==> config.mk <==
export PLATFORM = sky130hd
export DESIGN_NAME = fp_to_int_simt_pipe
export DESIGN_NICKNAME = d
export VERILOG_FILES = /design/src/rtl/fpu_pkg.sv /design/src/rtl/fp_to_int_lane_s1.sv /design/src/rtl/fp_to_int_simt_pipe.sv
export SDC_FILE = /design/constraint.sdc
export NUM_CORES = 2
export LEC_CHECK = 0
export CAP_MARGIN = 20
export CORE_UTILIZATION = 65
export CTS_BUF_LIST = sky130_fd_sc_hd__clkbuf_2
export DETAILED_ROUTE_END_ITERATION = 8
export GPL_ROUTABILITY_DRIVEN = 1
export HOLD_SLACK_MARGIN = 0.06
export PLACE_DENSITY = 0.87
export SLEW_MARGIN = 20
export SYNTH_ARGS = -nofsm -noshare
export SYNTH_HDL_FRONTEND = slang
export SYNTH_HIERARCHICAL = 1
export SYNTH_SLANG_ARGS = --single-unit
==> constraint.sdc <==
create_clock -name clk -period 27.9 [get_ports clk]
set_clock_uncertainty 0.2 [all_clocks]
set_input_delay 5.58 -clock clk [delete_from_list [all_inputs] [get_ports clk]]
set_output_delay 5.58 -clock clk [all_outputs]
set_load 0.01 [all_outputs]
==> src/rtl/fpu_pkg.sv <==
// Shared FPU definitions for the FP->integer conversion path.
// Contents:
//   - RISC-V rounding-mode encodings (RM_*)
//   - fflags bit positions inside the {NV,DZ,OF,UF,NX} vector (FFLAG_*)
//   - FCVT operation encodings: op[0] = signed result, op[1] = 64-bit result
//   - exponent classification passed from S1 to S2
//   - per-lane S1->S2 record (s1_lane_t)
//   - EXPBIAS(): IEEE exponent bias for a given exponent width
package fpu_pkg;

    localparam logic [2:0] RM_RNE = 3'd0;
    localparam logic [2:0] RM_RTZ = 3'd1;
    localparam logic [2:0] RM_RDN = 3'd2;
    localparam logic [2:0] RM_RUP = 3'd3;
    localparam logic [2:0] RM_RMM = 3'd4;

    localparam int FFLAG_NV = 4;
    localparam int FFLAG_DZ = 3;
    localparam int FFLAG_OF = 2;
    localparam int FFLAG_UF = 1;
    localparam int FFLAG_NX = 0;

    localparam logic [1:0] FCVT_W  = 2'b01;
    localparam logic [1:0] FCVT_WU = 2'b00;
    localparam logic [1:0] FCVT_L  = 2'b11;
    localparam logic [1:0] FCVT_LU = 2'b10;

    // FINITE: magnitude below 2^64, result comes from the shifted significand.
    // HUGE  : finite but |x| >= 2^64, out of range for every result width.
    // INFNAN: exponent field all ones.
    typedef enum logic [1:0] {
        EXPC_FINITE = 2'd0,
        EXPC_HUGE   = 2'd1,
        EXPC_INFNAN = 2'd2
    } exp_class_e;

    // Integer magnitude before rounding plus the round/sticky bits below it.
    typedef struct packed {
        logic        sign;
        logic        nan;
        logic        sel_lpath;
        exp_class_e  ecls;
        logic [63:0] mag;
        logic        rnd;
        logic        stk;
    } s1_lane_t;

    function automatic int EXPBIAS(input int expwidth);
        return (1 << (expwidth - 1)) - 1;
    endfunction

endpackage

==> src/rtl/fp_to_int_lane_s1.sv <==
// Combinational first stage of the FP->integer converter, one lane.
// Decodes the operand, classifies the exponent and aligns the significand:
// large exponents shift left into an exact integer, small exponents shift
// right with sticky jam so S2 only needs to add a rounding increment.
// Ports:
//   a_i   in   EXPWIDTH+PRECISION   operand {sign, exponent, mantissa}
//   s1_o  out  s1_lane_t           sign, nan, path select, exp class,
//                                  integer magnitude, round and sticky bits
module fp_to_int_lane_s1
    import fpu_pkg::*;
#(
    parameter int EXPWIDTH  = 8,
    parameter int PRECISION = 24
) (
    input  logic [EXPWIDTH+PRECISION-1:0] a_i,
    output s1_lane_t                      s1_o
);

    localparam int FW   = EXPWIDTH + PRECISION;
    localparam int MW   = PRECISION - 1;
    localparam int RW   = PRECISION + 2;    // significand + round + sticky slot
    localparam int EW   = EXPWIDTH + 8;     // headroom for signed exponent math
    localparam int BIAS = EXPBIAS(EXPWIDTH);

    localparam logic signed [EW-1:0] BIAS_S   = EW'(BIAS);
    localparam logic signed [EW-1:0] UE_LPATH = EW'(PRECISION - 1);
    localparam logic signed [EW-1:0] UE_HUGE  = EW'(64);
    localparam logic        [EW-1:0] RSH_MAX  = EW'(RW);

    // Right shift; every bit shifted out is OR-ed into the result LSB.
    function automatic logic [RW-1:0] shift_right_jam(input logic [RW-1:0] x,
                                                      input logic [EW-1:0] sh);
        logic [RW-1:0] y;
        logic [RW-1:0] lost;
        y    = x >> sh;
        lost = x << (RSH_MAX - sh);
        y[0] = y[0] | (|lost);
        return y;
    endfunction

    logic                   sign;
    logic [EXPWIDTH-1:0]    exp_f;
    logic [MW-1:0]          man;
    logic [PRECISION-1:0]   sig;
    logic signed [EW-1:0]   ue;
    logic [EW-1:0]          lsh;
    logic [EW-1:0]          rsh;
    logic [EW-1:0]          rsh_c;
    logic [RW-1:0]          rj;
    logic                   is_max;
    logic                   lpath;

    assign sign  = a_i[FW-1];
    assign exp_f = a_i[FW-2 -: EXPWIDTH];
    assign man   = a_i[MW-1:0];
    // Subnormals get hidden bit 0; their exponent lands far below the
    // rounding point, so the whole significand collapses into sticky.
    assign sig   = {|exp_f, man};

    assign ue     = $signed({{(EW-EXPWIDTH){1'b0}}, exp_f}) - BIAS_S;
    assign is_max = &exp_f;
    assign lpath  = ue >= UE_LPATH;
    assign lsh    = ue - UE_LPATH;
    assign rsh    = UE_LPATH - ue;
    assign rsh_c  = (rsh > RSH_MAX) ? RSH_MAX : rsh;
    assign rj     = shift_right_jam({sig, 2'b00}, rsh_c);

    always_comb begin
        s1_o           = '0;
        s1_o.sign      = sign;
        s1_o.nan       = is_max && (|man);
        s1_o.sel_lpath = lpath;
        if (is_max)
            s1_o.ecls = EXPC_INFNAN;
        else if (ue >= UE_HUGE)
            s1_o.ecls = EXPC_HUGE;
        else
            s1_o.ecls = EXPC_FINITE;
        if (lpath) begin
            s1_o.mag = 64'(sig) << lsh;
        end else begin
            s1_o.mag = 64'(rj[RW-1:2]);
            s1_o.rnd = rj[1];
            s1_o.stk = rj[0];
        end
    end

endmodule

==> src/rtl/fp_to_int_simt_pipe.sv <==
// Multi-lane, two-stage pipelined FP->integer converter (FCVT.W/WU/L/LU.S).
// S1: per-lane decode/align (fp_to_int_lane_s1). S2: round, range check,
// saturate and lane masking. Registers after S1 and after S2; full
// valid/ready backpressure, one beat per cycle, latency two cycles.
// Ports:
//   clk, rst       clock, synchronous active-high reset
//   in_valid_i     request valid          in_ready_o   request accepted
//   a_i            lane operands          mask_i       lane active
//   rm_i           rounding mode          op_i         [0] signed [1] 64-bit
//   tag_i          sideband               out_valid_o  result valid
//   out_ready_i    consumer ready         result_o     64 bits per lane
//   fflags_o       {NV,DZ,OF,UF,NX}/lane  fflags_or_o  OR over active lanes
//   mask_o, tag_o  mask_i / tag_i of the beat on the output
module fp_to_int_simt_pipe
    import fpu_pkg::*;
#(
    parameter int EXPWIDTH  = 8,
    parameter int PRECISION = 24,
    parameter int NUM_LANES = 4,
    parameter int TAG_WIDTH = 8
) (
    input  logic                                    clk,
    input  logic                                    rst,
    input  logic                                    in_valid_i,
    output logic                                    in_ready_o,
    input  logic [NUM_LANES*(EXPWIDTH+PRECISION)-1:0] a_i,
    input  logic [NUM_LANES-1:0]                    mask_i,
    input  logic [2:0]                              rm_i,
    input  logic [1:0]                              op_i,
    input  logic [TAG_WIDTH-1:0]                    tag_i,
    output logic                                    out_valid_o,
    input  logic                                    out_ready_i,
    output logic [NUM_LANES*64-1:0]                 result_o,
    output logic [NUM_LANES*5-1:0]                  fflags_o,
    output logic [4:0]                              fflags_or_o,
    output logic [NUM_LANES-1:0]                    mask_o,
    output logic [TAG_WIDTH-1:0]                    tag_o
);

    localparam int FW = EXPWIDTH + PRECISION;

    localparam logic [64:0] LIM31 = 65'd1 << 31;
    localparam logic [64:0] LIM32 = 65'd1 << 32;
    localparam logic [64:0] LIM63 = 65'd1 << 63;
    localparam logic [64:0] LIM64 = 65'd1 << 64;

    function automatic logic round_inc(input logic [2:0] rm, input logic sign,
                                       input logic lsb, input logic rnd, input logic stk);
        case (rm)
            RM_RNE:  return rnd && (stk || lsb);
            RM_RTZ:  return 1'b0;
            RM_RDN:  return sign && (rnd || stk);
            RM_RUP:  return !sign && (rnd || stk);
            RM_RMM:  return rnd;
            default: return 1'b0;
        endcase
    endfunction

    // Invalid-operation result; 32-bit results keep the upper word zero.
    function automatic logic [63:0] saturate(input logic [1:0] op, input logic neg);
        case ({neg, op})
            {1'b0, FCVT_W}:  return 64'h0000_0000_7FFF_FFFF;
            {1'b0, FCVT_WU}: return 64'h0000_0000_FFFF_FFFF;
            {1'b0, FCVT_L}:  return 64'h7FFF_FFFF_FFFF_FFFF;
            {1'b0, FCVT_LU}: return 64'hFFFF_FFFF_FFFF_FFFF;
            {1'b1, FCVT_W}:  return 64'h0000_0000_8000_0000;
            {1'b1, FCVT_L}:  return 64'h8000_0000_0000_0000;
            default:         return 64'd0;
        endcase
    endfunction

    function automatic void convert_lane(input s1_lane_t l, input logic [2:0] rm,
                                         input logic [1:0] op,
                                         output logic [63:0] res, output logic [4:0] flg);
        logic        inexact;
        logic        nv;
        logic [64:0] mag;
        logic [64:0] lim;
        inexact = !l.sel_lpath && (l.rnd || l.stk);
        // 65-bit sum so a rounding carry past 2^64 is still seen by the range check.
        mag = {1'b0, l.mag} + 65'(round_inc(rm, l.sign, l.mag[0], l.rnd, l.stk));
        if (op[0]) begin
            lim = op[1] ? LIM63 : LIM31;
            nv  = l.sign ? (mag > lim) : (mag >= lim);
        end else begin
            lim = op[1] ? LIM64 : LIM32;
            nv  = l.sign ? (mag != 65'd0) : (mag >= lim);
        end
        if (l.ecls != EXPC_FINITE)
            nv = 1'b1;
        if (nv) begin
            res = saturate(op, l.sign && !l.nan);
        end else begin
            res = l.sign ? (64'd0 - mag[63:0]) : mag[63:0];
            if (!op[1])
                res[63:32] = 32'd0;
        end
        flg           = 5'd0;
        flg[FFLAG_NV] = nv;
        flg[FFLAG_NX] = !nv && inexact;
    endfunction

    logic adv1;
    logic adv2;

    // ---- S1: decode and align ----
    s1_lane_t [NUM_LANES-1:0] s1_lane_w;

    for (genvar k = 0; k < NUM_LANES; k++) begin : g_lane
        fp_to_int_lane_s1 #(
            .EXPWIDTH  (EXPWIDTH),
            .PRECISION (PRECISION)
        ) u_s1 (
            .a_i  (a_i[k*FW +: FW]),
            .s1_o (s1_lane_w[k])
        );
    end

    logic                     s1_valid_q;
    logic                     s1_valid_d;
    s1_lane_t [NUM_LANES-1:0] s1_lane_q;
    logic [NUM_LANES-1:0]     s1_mask_q;
    logic [2:0]               s1_rm_q;
    logic [1:0]               s1_op_q;
    logic [TAG_WIDTH-1:0]     s1_tag_q;

    logic                     s2_valid_q;
    logic                     s2_valid_d;

    assign adv2       = !s2_valid_q || out_ready_i;
    assign adv1       = !s1_valid_q || adv2;
    assign in_ready_o = adv1;
    assign s1_valid_d = adv1 ? in_valid_i : s1_valid_q;
    assign s2_valid_d = adv2 ? s1_valid_q : s2_valid_q;

    always_ff @(posedge clk) begin
        if (rst)
            s1_valid_q <= 1'b0;
        else
            s1_valid_q <= s1_valid_d;
    end

    always_ff @(posedge clk) begin
        if (adv1 && in_valid_i) begin
            s1_lane_q <= s1_lane_w;
            s1_mask_q <= mask_i;
            s1_rm_q   <= rm_i;
            s1_op_q   <= op_i;
            s1_tag_q  <= tag_i;
        end
    end

    // ---- S2: round, range check, saturate, mask ----
    logic [NUM_LANES*64-1:0] result_d, result_q;
    logic [NUM_LANES*5-1:0]  fflags_d, fflags_q;
    logic [4:0]              fflags_or_d, fflags_or_q;
    logic [NUM_LANES-1:0]    mask_q;
    logic [TAG_WIDTH-1:0]    tag_q;
    logic [63:0]             lane_res;
    logic [4:0]              lane_flg;

    always_comb begin
        result_d    = '0;
        fflags_d    = '0;
        fflags_or_d = '0;
        lane_res    = '0;
        lane_flg    = '0;
        for (int k = 0; k < NUM_LANES; k++) begin
            convert_lane(s1_lane_q[k], s1_rm_q, s1_op_q, lane_res, lane_flg);
            if (s1_mask_q[k]) begin
                result_d[k*64 +: 64] = lane_res;
                fflags_d[k*5 +: 5]   = lane_flg;
                fflags_or_d          = fflags_or_d | lane_flg;
            end
        end
    end

    always_ff @(posedge clk) begin
        if (rst) begin
            s2_valid_q  <= 1'b0;
            result_q    <= '0;
            fflags_q    <= '0;
            fflags_or_q <= '0;
            mask_q      <= '0;
            tag_q       <= '0;
        end else begin
            s2_valid_q <= s2_valid_d;
            if (adv2 && s1_valid_q) begin
                result_q    <= result_d;
                fflags_q    <= fflags_d;
                fflags_or_q <= fflags_or_d;
                mask_q      <= s1_mask_q;
                tag_q       <= s1_tag_q;
            end
        end
    end

    assign out_valid_o = s2_valid_q;
    assign result_o    = result_q;
    assign fflags_o    = fflags_q;
    assign fflags_or_o = fflags_or_q;
    assign mask_o      = mask_q;
    assign tag_o       = tag_q;

endmodule

==> results.py <==
metrics = {
    "timing": {
        "min_period_ns": 12.74,
        "fmax_ghz": 0.0785,
        "period_share": 0.457,
        "slew_viol_final": 0,
        "whs_ns": 0.249,
        "setup_viol": 0,
        "worstMarginPinSlew_ns": 1.27,
        "maxSlewHeadroom": 0.155,
        "rsz0062_at_grt": "false",
        "finalHoldViolations": 0,
        "fin_setup_tns_ns": 0,
    },
    "floorplan": {
        "initial_core_util": 0.659,
        "chipWidth_um": 294,
        "rows": 106,
        "dieArea_sq_um": 86300,
        "coreArea_sq_um": 84000,
        "dieHeight_um": 294,
        "ioPinCount": 444,
    },
    "placement": {
        "port_buffers": 428,
        "dp.final_hpwl_um": 158000,
        "placed_cells": 8191,
        "globalplace.congestion": 1.08,
    },
    "clock_tree": {
        "cts-resized-gates": 0,
        "cts_max_path_buffers": 3,
        "clk_pin_slew_ns": 0.08,
        "cts_htree_levels": 4,
        "insertion_delay_ns": 1.51,
        "cts_made_buffers": 148,
        "cts.sinks": 581,
        "post_cts_buffers": 0,
        "cts_tree": "yes",
        "cts_hold_buffers": 0,
        "root_buffer": "clkbuf_2",
    },
    "pwr": {
        "irDropWorstVdd_v": 0.0000432,
        "p_leak_nw": 21.3,
        "power_density_nw_per_um2": 40.8,
    },
    "global_route": {
        "antenna_found_initial": 9,
        "first_global_vias": 54500,
        "grt_max_degree": 83,
        "grt_usage": 0.472,
        "gr-total-overflow": 0,
        "grt_pass1_wl_um": 319000,
    },
    "yosys": {
        "synthXorXnorAreaFrac": 0.0818,
        "avgSynthCellArea_sq_um": 7.79,
        "synth_ff_type": "edfxtp_1",
        "synth_top_family_by_area": "simple AND/OR/NAND/NOR gates",
        "async_flop_share": 0,
        "muxShareOfSynthArea": 0.0900,
        "syn_inst": 7097,
        "synth-simple-area-share": 0.262,
        "yosysSeqAreaShare": 0.265,
        "synth_fa_ha_area_frac": 0.0136,
        "synth.distinct_cells": 114,
        "synth_compound_area_frac": 0.231,
        "synth-seq-cells": 581,
        "yosys_warnings": 6,
        "synth_area_sq_um": 55300,
        "synth_edf_count": 301,
    },
    "worst_setup_path": {
        "critPathMaxFanout": 5,
        "cp_slowest_cell": "clkdlybuf4s50_1",
        "crit_top_cell": "clkdlybuf4s50_1",
        "crit_start": "out_ready_i",
        "worstPathRequired_ns": 22.12,
        "critical_path.max_stage_delay_ns": 0.49,
        "crit_family": "buffers and inverters",
        "worstSetupPathType": "input pin to output port",
        "worstSetupStartpointType": "input pin",
        "path_cells": "clkdlybuf4s50_1, nor2b_1, nand2_1, clkdlybuf4s50_1",
        "crit_path_end_kind": "output port",
        "crit_buf_inv": 2,
        "regToRegStartpoint": "s1_rm_q[2]",
        "crit_arrival_ns": 6.96,
    },
    "flow_run": {
        "drv_cap": 0,
    },
    "layout": {
        "drive_gt1_frac": 0.0938,
        "syn_to_final_growth_pct": 10.1,
        "finalNetCount": 7417,
        "nFillCells": 6584,
        "finalNonFillerCells": 8470,
        "postLayoutCoreUtil": 0.725,
    },
    "hold_path": {
        "hold_class": "flop to flop",
        "hold_path.startpoint": "result_o[90]",
    },
    "routing": {
        "wire_per_inst_um": 25.0,
        "first_iter_violations": 8693,
        "drt_wl_total_um": 212000,
        "dr_total_vias": 60300,
        "dr.pass1.iters": 7,
        "drc_errors": 0,
        "vias_per_cell": 7.12,
        "ant_nets": 0,
    },
    "outcome": {
        "outcome": "completed",
    },
}
[Yosys cell counts, drive strengths merged (78+ instances only)]
library cell    n  area, sq um
nand2         889         3340
nor2          702         2650
o21ai         511         2630
clkbuf        414         1550
a21oi         408         2100
xnor2         342         3060
edfxtp        301         9040
nand3         281         1460
dfxtp         280         5610
mux2i         207         2070
nor3          190         1050
inv           168          641
xor2          168         1470
nand4         164         1030
buf           162          962
nor4          123          826
and3          116          726
mux4          112         2520
a22oi          84          631
a31oi          83          519
and2           78          488
[kinds of logic after synthesis]
family,Yosys count
muxes,353
xor gates and xnor gates,510
adders and majority gates,60
DFF,581
other,1
buffers and inverters,745
AOI/OAI and AO/OA,1901
and+or+nand+nor,2946
[worst register-to-register path, stage by stage (launching register included)]
cell	delay, ns
edfxtp_1	0.38
buf_4	0.23
nand2b_1	0.61
o31ai_1	0.42
ha_1	0.38
ha_1	0.40
nand3_1	0.28
or4_1	0.76
or4b_1	0.72
nor3_1	0.22
xor2_1	0.16
nor3_1	0.42
nand4b_1	0.43
o41ai_1	0.48
o2111ai_1	0.27
a21oi_4	0.82
buf_4	0.61
mux2i_1	0.63
o21ai_0	0.14
[layer usage]
layer	global-route usage	up-vias	part of all wire
li1	-	26800	-
met1	0.571	27800	0.35
met2	0.721	4570	0.43
met3	0.138	1163	0.13
met4	0.332	6	0.082
met5	0	-	0.00018
[metrics by stage]
step,setup slack (ns),cell area (sq um),total power (W)
after global placement,15.16,59400,0.00181
after detailed placement,15.17,59400,0.00182
after floorplan,14.35,55400,0.00157
final,15.16,60900,0.00248
after global routing,15.07,60900,0.00257
after CTS,15.16,60800,0.00244
[area by class of cell]
| cell class | count | area (sq um) | share of cell area |
|---|---|---|---|
| clock inverters | 50 | 345 | 0.00567 |
| multi-input cells | 5785 | 37700 | 0.620 |
| flip-flops and latches | 581 | 14600 | 0.241 |
| well taps | 1134 | 1420 | 0.0233 |
| repair buffers | 523 | 4980 | 0.0818 |
| clock buffers | 217 | 1090 | 0.0178 |
| diodes | 11 | 27.5 | 0.000452 |
| inverters | 169 | 644 | 0.0106 |
[final timing paths]
kind	cells past startpoint	to	slack (ns)
worst max-delay path	4	in_ready_o	15.16
worst min-delay path	2	result_o[90]	0.25
worst max register to register	18	result_o[153]	19.23
worst min register to register	2	result_o[90]	0.25
[cells in the final DEF (no fill, tap or decap), drive strengths merged, types with 190 or more instances in the layout]
master and count:
clkdlybuf4s50 423, dfxtp 280, mux2i 207, nand3 281, nand2 889, xnor2 342, nor3 190, a21oi 408
nor2 702, clkbuf 217, edfxtp 301, o21ai 511
[power breakdown]
group	switching, W	total, W	leakage [nW]	internal (W)
logic	0.000543	0.000843	14.9	0.000300
registers	0.0000602	0.00100	5.30	0.000945
clock network	0.000383	0.000633	1.06	0.000250
[registers in the layout (all words and copies together), names as in the netlist]
register and cells:
s1_mask_q 4, fflags_o 8, s1_rm_q 3, s1_lane_q 284, out_valid_o 1, fflags_or_o 2
s1_tag_q 8, s1_op_q 2, tag_o 8, s1_valid_q 1, result_o 256, mask_o 4
Note: power is estimated with default switching activity, not from simulation.
